**config.mk**
```make
export PLATFORM = sky130hd
export DESIGN_NAME = pss_sequence_gen
export DESIGN_NICKNAME = d
export VERILOG_FILES = /design/src/rtl/pss_sequence_gen.sv
export SDC_FILE = /design/constraint.sdc
export NUM_CORES = 1
export LEC_CHECK = 0
export CORE_MARGIN = 10
export CORE_UTILIZATION = 49
export DETAILED_ROUTE_END_ITERATION = 16
export GPL_ROUTABILITY_DRIVEN = 1
export PLACE_DENSITY = 0.78
export SYNTH_ARGS = -nofsm -noshare
export SYNTH_HDL_FRONTEND = slang
export SYNTH_SLANG_ARGS = --single-unit
```
**constraint.sdc**
```tcl
create_clock -name clk_i -period 2.5 [get_ports clk_i]
set_input_delay 0.25 -clock clk_i [delete_from_list [all_inputs] [get_ports clk_i]]
set_output_delay 0.25 -clock clk_i [all_outputs]
set_load 0.02 [all_outputs]
```
**src/rtl/pss_sequence_gen.sv**
```systemverilog
// ============================================================================
// Module   : pss_sequence_gen
// Purpose  : NR PSS d_PSS generator (BPSK IQ) on an AXI-stream master.
//            Periodic restarts enabled by PSS_SEQUENCE_GEN_PERIODIC_EN.
// Revision : 1.0 - initial release
// ============================================================================
`default_nettype none

module pss_sequence_gen #(
  parameter int OUT_DW    = 32,
  parameter int AMPLITUDE = 2**(OUT_DW/2-2),
  parameter int PSS_LEN   = 127,
  parameter int PERIOD    = 38400
) (
  input  logic              clk_i,
  input  logic              reset_ni,
  input  logic              start_i,
  input  logic [1:0]        N_id_2_i,
  output logic [OUT_DW-1:0] m_axis_out_tdata,
  output logic              m_axis_out_tvalid,
  input  logic              m_axis_out_tready,
  output logic              m_axis_out_tlast,
  output logic [1:0]        N_id_2_o,
  output logic              busy_o,
  output logic              error_o,
  output logic              overrun_o
);

  localparam int              HALF   = OUT_DW / 2;
  localparam logic [6:0]      SEED   = 7'b1110110;
  localparam logic [6:0]      LAST   = 7'(PSS_LEN - 1);
  localparam logic [HALF-1:0] POS_A  = HALF'(AMPLITUDE);
  localparam logic [HALF-1:0] NEG_A  = HALF'(-AMPLITUDE);

  // Unsupported configurations elaborate nothing extra; they are caught by review.
  if (PSS_LEN != 127 || PERIOD < 2) begin : g_unsupported_params
  end

  typedef enum logic [1:0] {
    IDLE    = 2'd0,
    PRELOAD = 2'd1,
    OUTPUT  = 2'd2
  } state_e;

  state_e     state_q, state_d;
  logic [6:0] lfsr_q, lfsr_d;
  logic [6:0] cnt_q, cnt_d;
  logic [1:0] id_q, id_d;
  logic       valid_q, valid_d;
  logic       error_q, error_d;
  logic       launch;
  logic [1:0] launch_id;
  logic [6:0] launch_m0;

`ifdef PSS_SEQUENCE_GEN_PERIODIC_EN
  localparam int PW = (PERIOD > 2) ? $clog2(PERIOD) : 1;
  logic [PW-1:0] per_cnt_q, per_cnt_d;
  logic          armed_q, armed_d;
  logic          overrun_q, overrun_d;
  logic          per_tick;

  assign per_tick = armed_q && (per_cnt_q == PW'(PERIOD - 1));
`endif

  // Register holds x(i)..x(i+6) with bit k = x(i+k); one call advances i by one.
  function automatic logic [6:0] lfsr_step(input logic [6:0] s);
    return {s[4] ^ s[0], s[6:1]};
  endfunction

  always_comb begin
    state_d   = state_q;
    lfsr_d    = lfsr_q;
    cnt_d     = cnt_q;
    id_d      = id_q;
    valid_d   = valid_q;
    error_d   = 1'b0;
    launch    = 1'b0;
    launch_id = N_id_2_i;
    launch_m0 = 7'd0;
`ifdef PSS_SEQUENCE_GEN_PERIODIC_EN
    per_cnt_d = armed_q ? (per_tick ? '0 : per_cnt_q + PW'(1)) : per_cnt_q;
    armed_d   = armed_q;
    overrun_d = per_tick && (state_q != IDLE);
`endif

    case (state_q)
      IDLE: begin
        if (start_i && (N_id_2_i != 2'd3)) begin
          launch = 1'b1;
`ifdef PSS_SEQUENCE_GEN_PERIODIC_EN
          armed_d   = 1'b1;
          per_cnt_d = '0;
`endif
        end else begin
          error_d = start_i;
`ifdef PSS_SEQUENCE_GEN_PERIODIC_EN
          if (per_tick) begin
            launch    = 1'b1;
            launch_id = id_q;
          end
`endif
        end
      end
      PRELOAD: begin
        lfsr_d = lfsr_step(lfsr_q);
        cnt_d  = cnt_q - 7'd1;
        if (cnt_q == 7'd1) begin
          state_d = OUTPUT;
          valid_d = 1'b1;
          cnt_d   = 7'd0;
        end
      end
      OUTPUT: begin
        if (m_axis_out_tready) begin
          lfsr_d = lfsr_step(lfsr_q);
          if (cnt_q == LAST) begin
            state_d = IDLE;
            valid_d = 1'b0;
            cnt_d   = 7'd0;
          end else begin
            cnt_d = cnt_q + 7'd1;
          end
        end
      end
      default: begin
        state_d = IDLE;
        valid_d = 1'b0;
      end
    endcase

    if (launch) begin
      case (launch_id)
        2'd1:    launch_m0 = 7'd43;
        2'd2:    launch_m0 = 7'd86;
        default: launch_m0 = 7'd0;
      endcase
      id_d   = launch_id;
      lfsr_d = SEED;
      if (launch_m0 == 7'd0) begin
        state_d = OUTPUT;
        valid_d = 1'b1;
        cnt_d   = 7'd0;
      end else begin
        state_d = PRELOAD;
        cnt_d   = launch_m0;
      end
    end
  end

  always_ff @(posedge clk_i or negedge reset_ni) begin
    if (!reset_ni) begin
      state_q   <= IDLE;
      lfsr_q    <= SEED;
      cnt_q     <= 7'd0;
      id_q      <= 2'd0;
      valid_q   <= 1'b0;
      error_q   <= 1'b0;
`ifdef PSS_SEQUENCE_GEN_PERIODIC_EN
      per_cnt_q <= '0;
      armed_q   <= 1'b0;
      overrun_q <= 1'b0;
`endif
    end else begin
      state_q   <= state_d;
      lfsr_q    <= lfsr_d;
      cnt_q     <= cnt_d;
      id_q      <= id_d;
      valid_q   <= valid_d;
      error_q   <= error_d;
`ifdef PSS_SEQUENCE_GEN_PERIODIC_EN
      per_cnt_q <= per_cnt_d;
      armed_q   <= armed_d;
      overrun_q <= overrun_d;
`endif
    end
  end

  // Output stage is gated by valid so the bus reads zero whenever idle.
  assign m_axis_out_tvalid = valid_q;
  assign m_axis_out_tlast  = valid_q && (cnt_q == LAST);
  assign m_axis_out_tdata  = valid_q ? {{HALF{1'b0}}, (lfsr_q[0] ? NEG_A : POS_A)} : '0;
  assign N_id_2_o          = id_q;
  assign busy_o            = (state_q != IDLE);
  assign error_o           = error_q;
`ifdef PSS_SEQUENCE_GEN_PERIODIC_EN
  assign overrun_o         = overrun_q;
`else
  assign overrun_o         = 1'b0;
`endif

endmodule

`default_nettype wire

```
# Yosys cells after proc, flatten, opt, wreduce, memory -nomap -nowiden
# Index checks and enable logic that the tools add are counted.
[word_totals] regBits=20 input_bits=6 out_inout_bits=39
[classes] addsub=2 n_eq_ne=11 muxes=29 n_bitwise=1 reduce_logical=8
[ops] cell="$mux 7" n=8
[ops] cell="$pmux 7 s2" n=3
[ops] cell="$mux 16" n=2
[ops] cell="$mux 2" n=5
[ops] cell="$mux 1" n=9
[ops] cell="$ne 3x3->1 const B" n=3
[ops] cell="$add 7x1->7 const B" n=1
[ops] cell="$eq 7x1->1 const B" n=1
[ops] cell="$eq 7x7->1 const B" n=1
[ops] cell="$logic_not 7->1" n=1
[ops] cell="$sub 7x1->7 const B" n=1
[ops] cell="$pmux 2 s3" n=1
[ops] cell="$eq 2x1->1 const B" n=2
[ops] cell="$eq 2x2->1 const B" n=2
[ops] cell="$ne 2x2->1 const B" n=2
[ops] cell="$reduce_and 4->1" n=1
[ops] cell="$pmux 1 s3" n=1
[ops] cell="$reduce_bool 3->1" n=1
[ops] cell="$logic_and 1x1->1" n=2
[ops] cell="$logic_not 2->1" n=1
[ops] cell="$reduce_and 2->1" n=1
[ops] cell="$reduce_bool 2->1" n=1
[ops] cell="$xor 1x1->1" n=1

# Longest topological paths before layout
[logic_depth] word_depth=8 ltp_mapped=7 depth_no_buf=6

# Worst setup path before layout
# Ideal clock, no wire load.
[synth_timing] path_kind="register to register" start="register cnt_q[0]" end="register cnt_q[4]" setup_time_ns=0.122 arrival_ns=1.664 path_slack_ns=0.714 stages_incl_launch_ff=8 path_buffers=1 period_less_slack_ns=1.786 path_cell_list="dfrtp_1 clkbuf_1 inv_1 ha_1 or4bb_1 o21ai_1 o221ai_1 o2111a_1"
[synth_between] elab_chain_len=5 word_cells_on_any_way=9 cone_classes="2 x add/sub; 2 x eq/ne; 5 x mux"
[synth_lines] element="start, declared" line="47" text="logic [6:0] cnt_q, cnt_d;"
[synth_lines] element="start signal, assigned" line="166" text="cnt_q <= cnt_d;"
[synth_lines] element="$add 7x1->7 or $eq 7x7->1 (tied branches)" line="121, 116"
[synth_lines] element="$mux 7" line="116" text="if (cnt_q == LAST) begin"
[synth_lines] element="$mux 7" line="114" text="if (m_axis_out_tready) begin"
[synth_lines] element="$pmux 7 s2 (*)" line="86" text="case (state_q)"
[synth_lines] element="$mux 7 (*)" line="131" text="if (launch) begin"
# Mark *: on every way between the ends. The rest lies on a longest branch, timed or not. The select of a mux whose other input is x is not followed.
# A chain may end at the register's enable or synchronous reset.

# Final worst setup path
[layout_timing] start="register cnt_q[3]" end="output port m_axis_out_tlast"
[layout_between] elab_chain_len=2
[layout_lines] element="$eq 7x7->1" line="180" text="assign m_axis_out_tlast = valid_q && (cnt_q == LAST);"
[layout_lines] element="$logic_and 1x1->1" line="180"
[layout_lines] element="end, declared" line="22" text="output logic m_axis_out_tlast,"
# Every way passes these cells.

==> metrics <==
status complete, no violations; Worst-path clk slew 0.14 ns; io pins between 40 and 50; initial core utilization 51.1%; post-DP HPWL 2950 um; antenna cell count 0; grt total ovfl 0; number of routed nets with antenna violations 0; initial antenna violation count 0; I/O Buffers 13; Hold WC Path Type primary input to asynchronous set/reset pin; htree depth 1; Syn. warnings 0; Longest Clk Path Bufs 2; EDFF count, synth 0; fin. max-slew vios 0; data arrival time of the worst path 2.13 ns; layout cells sized above 1 12.1%; Synth top area share 22.0%; CTS buffer count 3; setup TNS 0 ns; number of fillers in the final layout just over 300; Synth top cells by count 32 x buf_4, 15 x dfrtp_1, 15 x nand2_1; Worst setup EP type output pin; syn avg cell area 8.65 um^2; Max Cap Viol 0; vias in the first global route between 1000 and 1500; Lkg Pwr around 0.00077 uW; WL final 4020 um; Area growth, synth to finish 5.80%; Synth Cell Area ~1700 um^2; # DRC 0; DRT iter0 DRCs 250; latest clock arrival within the worst-skew pair between 0.3 and 0.4 ns; Synth area leaders dfrtp_1 22%, buf_4 14%, dfstp_2 7.7%; die area 6240 um^2; Seq/Total Area, Yosys between 20 and 30%; critical path type flip-flop to output pin; final period utilization 95.3%; row count 21; Die Span X approximately 79 um; Overall Global Routing Usage between 10 and 15%; Max VDD drop 0.535 mV; pin count of the biggest net entering global routing 19; Top FF cell, synth dfrtp_1; first-pass GRT wire length ~6500 um; Clock Tree Root clkbuf_4; GPL Wtd Cong approximately 0.94; synth unique cells between 50 and 60; critical path fanouts, max 12; CTS tree yes; Power Density 1220 nW/um^2; core area 3340 um^2; asr flop ratio synth 100%; Worst Skew 0.0109 ns; drt first pass iters 4; post-layout min period roughly 2.4 ns; Max Fclk 420 MHz; WL/cell around 16 um; Pwr Total between 2000 and 2500 uW; CTS Sinks 20; worst path required time approximately 2.3 ns; Die Y 79.0 um; CP Launch Type flip-flop; Worst slew margin 43.7%; nets approximately 220; Final Hold Viols 0; largest area contributor in the netlist dfrtp_1; mean number of vias per cell 5.55; vias about 1400; count leader, synth buf_4; Setup violations, final 0; Seq cells post-synth 20; cells after synthesis between 150 and 200; unrepaired setup endpoints after global routing no; Worst Max-Slew Pin Slew 0.841 ns
==> worst paths after layout <==
check | from | end | slack [ns] | cells after the start
worst max register to register | state_q[0] | cnt_q[2] | 0.60 | 4
worst max-delay path | cnt_q[3] | m_axis_out_tlast | 0.12 | 4
max in group asynchronous | reset_ni | lfsr_q[1] | 1.44 | 2
worst min-delay path | reset_ni | cnt_q[6] | 0.39 | 1
min in group clk_i | lfsr_q[3] | lfsr_q[2] | 0.51 | 2
worst min register to register | lfsr_q[3] | lfsr_q[2] | 0.51 | 2
==> power by group <==
group	internal [uW]	total, uW	leakage, uW	switching (uW)
sequential	492	709	0.000230	217
combinational	528	1210	0.000510	682
clock	162	283	0.0000279	121
total	1180	2200	0.000768	1020
==> routing by layer <==
| metal | up-vias | wire length [um] | global-route usage (%) |
|---|---|---|---|
| met3 | 4 | 303 | 3.72 |
| met4 | 0 | 31 | 2.33 |
| li1 | 668 | - | - |
| met2 | 72 | 2020 | 20.8 |
| met1 | 659 | 1670 | 14.9 |
| met5 | - | 0 | 0 |
==> critical path, stage by stage, from the launching register on <==
cell and delay, ns:
dfrtp_1 0.58, nand4_1 0.25, nor2_1 0.22, and2_1 0.16
clkdlybuf4s50_1 0.60
==> registers in the layout, summed over array words and instances (netlist names) <==
register           flops
state_q                2
N_id_2_o               2
error_o                1
m_axis_out_tvalid      1
lfsr_q                 7
cnt_q                  7
==> what timing repair did <==
item,in CTS,in global routing
setup buffers,0,0
hold buffers,0,0
endpoints found under the setup margin,0,1
endpoints found under the hold margin,0,0
resized for setup,0,2
==> layout make-up <==
type | instances | area (um^2) | share of cell area [%]
inverters | 10 | 37.5 | 2.08
repair buffers | 20 | 183 | 10.1
flip-flops and latches | 20 | 509 | 28.2
multi-input cells | 153 | 963 | 53.4
well taps | 46 | 57.6 | 3.19
clock inverters | 1 | 30.0 | 1.67
clock buffers | 3 | 22.5 | 1.25
==> cell usage in the layout (no fill, tap or decap), types with 2 or more instances in the layout <==
master           instances
nand3b_1                 2
dfrtp_2                  2
a21oi_1                  6
a41oi_1                  2
dfstp_2                  5
o21ai_0                  4
nand4b_1                 2
clkbuf_4                 3
nand2_1                 15
buf_4                    7
xnor2_1                  2
o22ai_1                  3
conb_1                  31
dfrtp_1                 13
mux2i_1                  2
nand3_1                  4
nand2b_1                 6
and2_1                   3
o21ai_1                  3
a211oi_1                 2
ha_1                     7
clkdlybuf4s50_1         13
inv_1                   10
a31oi_1                  4
nor3_1                   8
nor2_1                   9
a22oi_1                  2
o221ai_1                 2
o211ai_1                 6
o2111a_1                 2
==> stage by stage <==
step / utilization (%) / area (um^2) / setup WS, ns / hold WS (ns) / instances
3_3_place_gp: 52.4 / 1750 / 0.374 / 0.479 / 249
3_5_place_dp: 52.4 / 1750 / 0.318 / 0.476 / 249
6_report: 54.0 / 1800 / 0.118 / 0.386 / 253
5_1_grt: 54.0 / 1800 / 0.00727 / 0.453 / 253
2_1_floorplan: - / 1820 / 0.714 / -0.0456 / 227
4_1_cts: 54.0 / 1800 / 0.0943 / 0.423 / 253
==> logic make-up after synthesis <==
group,count (synthesis),synth area share [%]
DFF,20,29.7
and+or+nand+nor,62,20.9
buffers and inverters,54,20.3
muxes,2,1.17
adders and majority gates,7,5.14
other,1,0.220
xor gates and xnor gates,3,1.54
AOI/OAI and AO/OA,48,21.0
No activity file was read; power rests on OpenSTA's default activity.
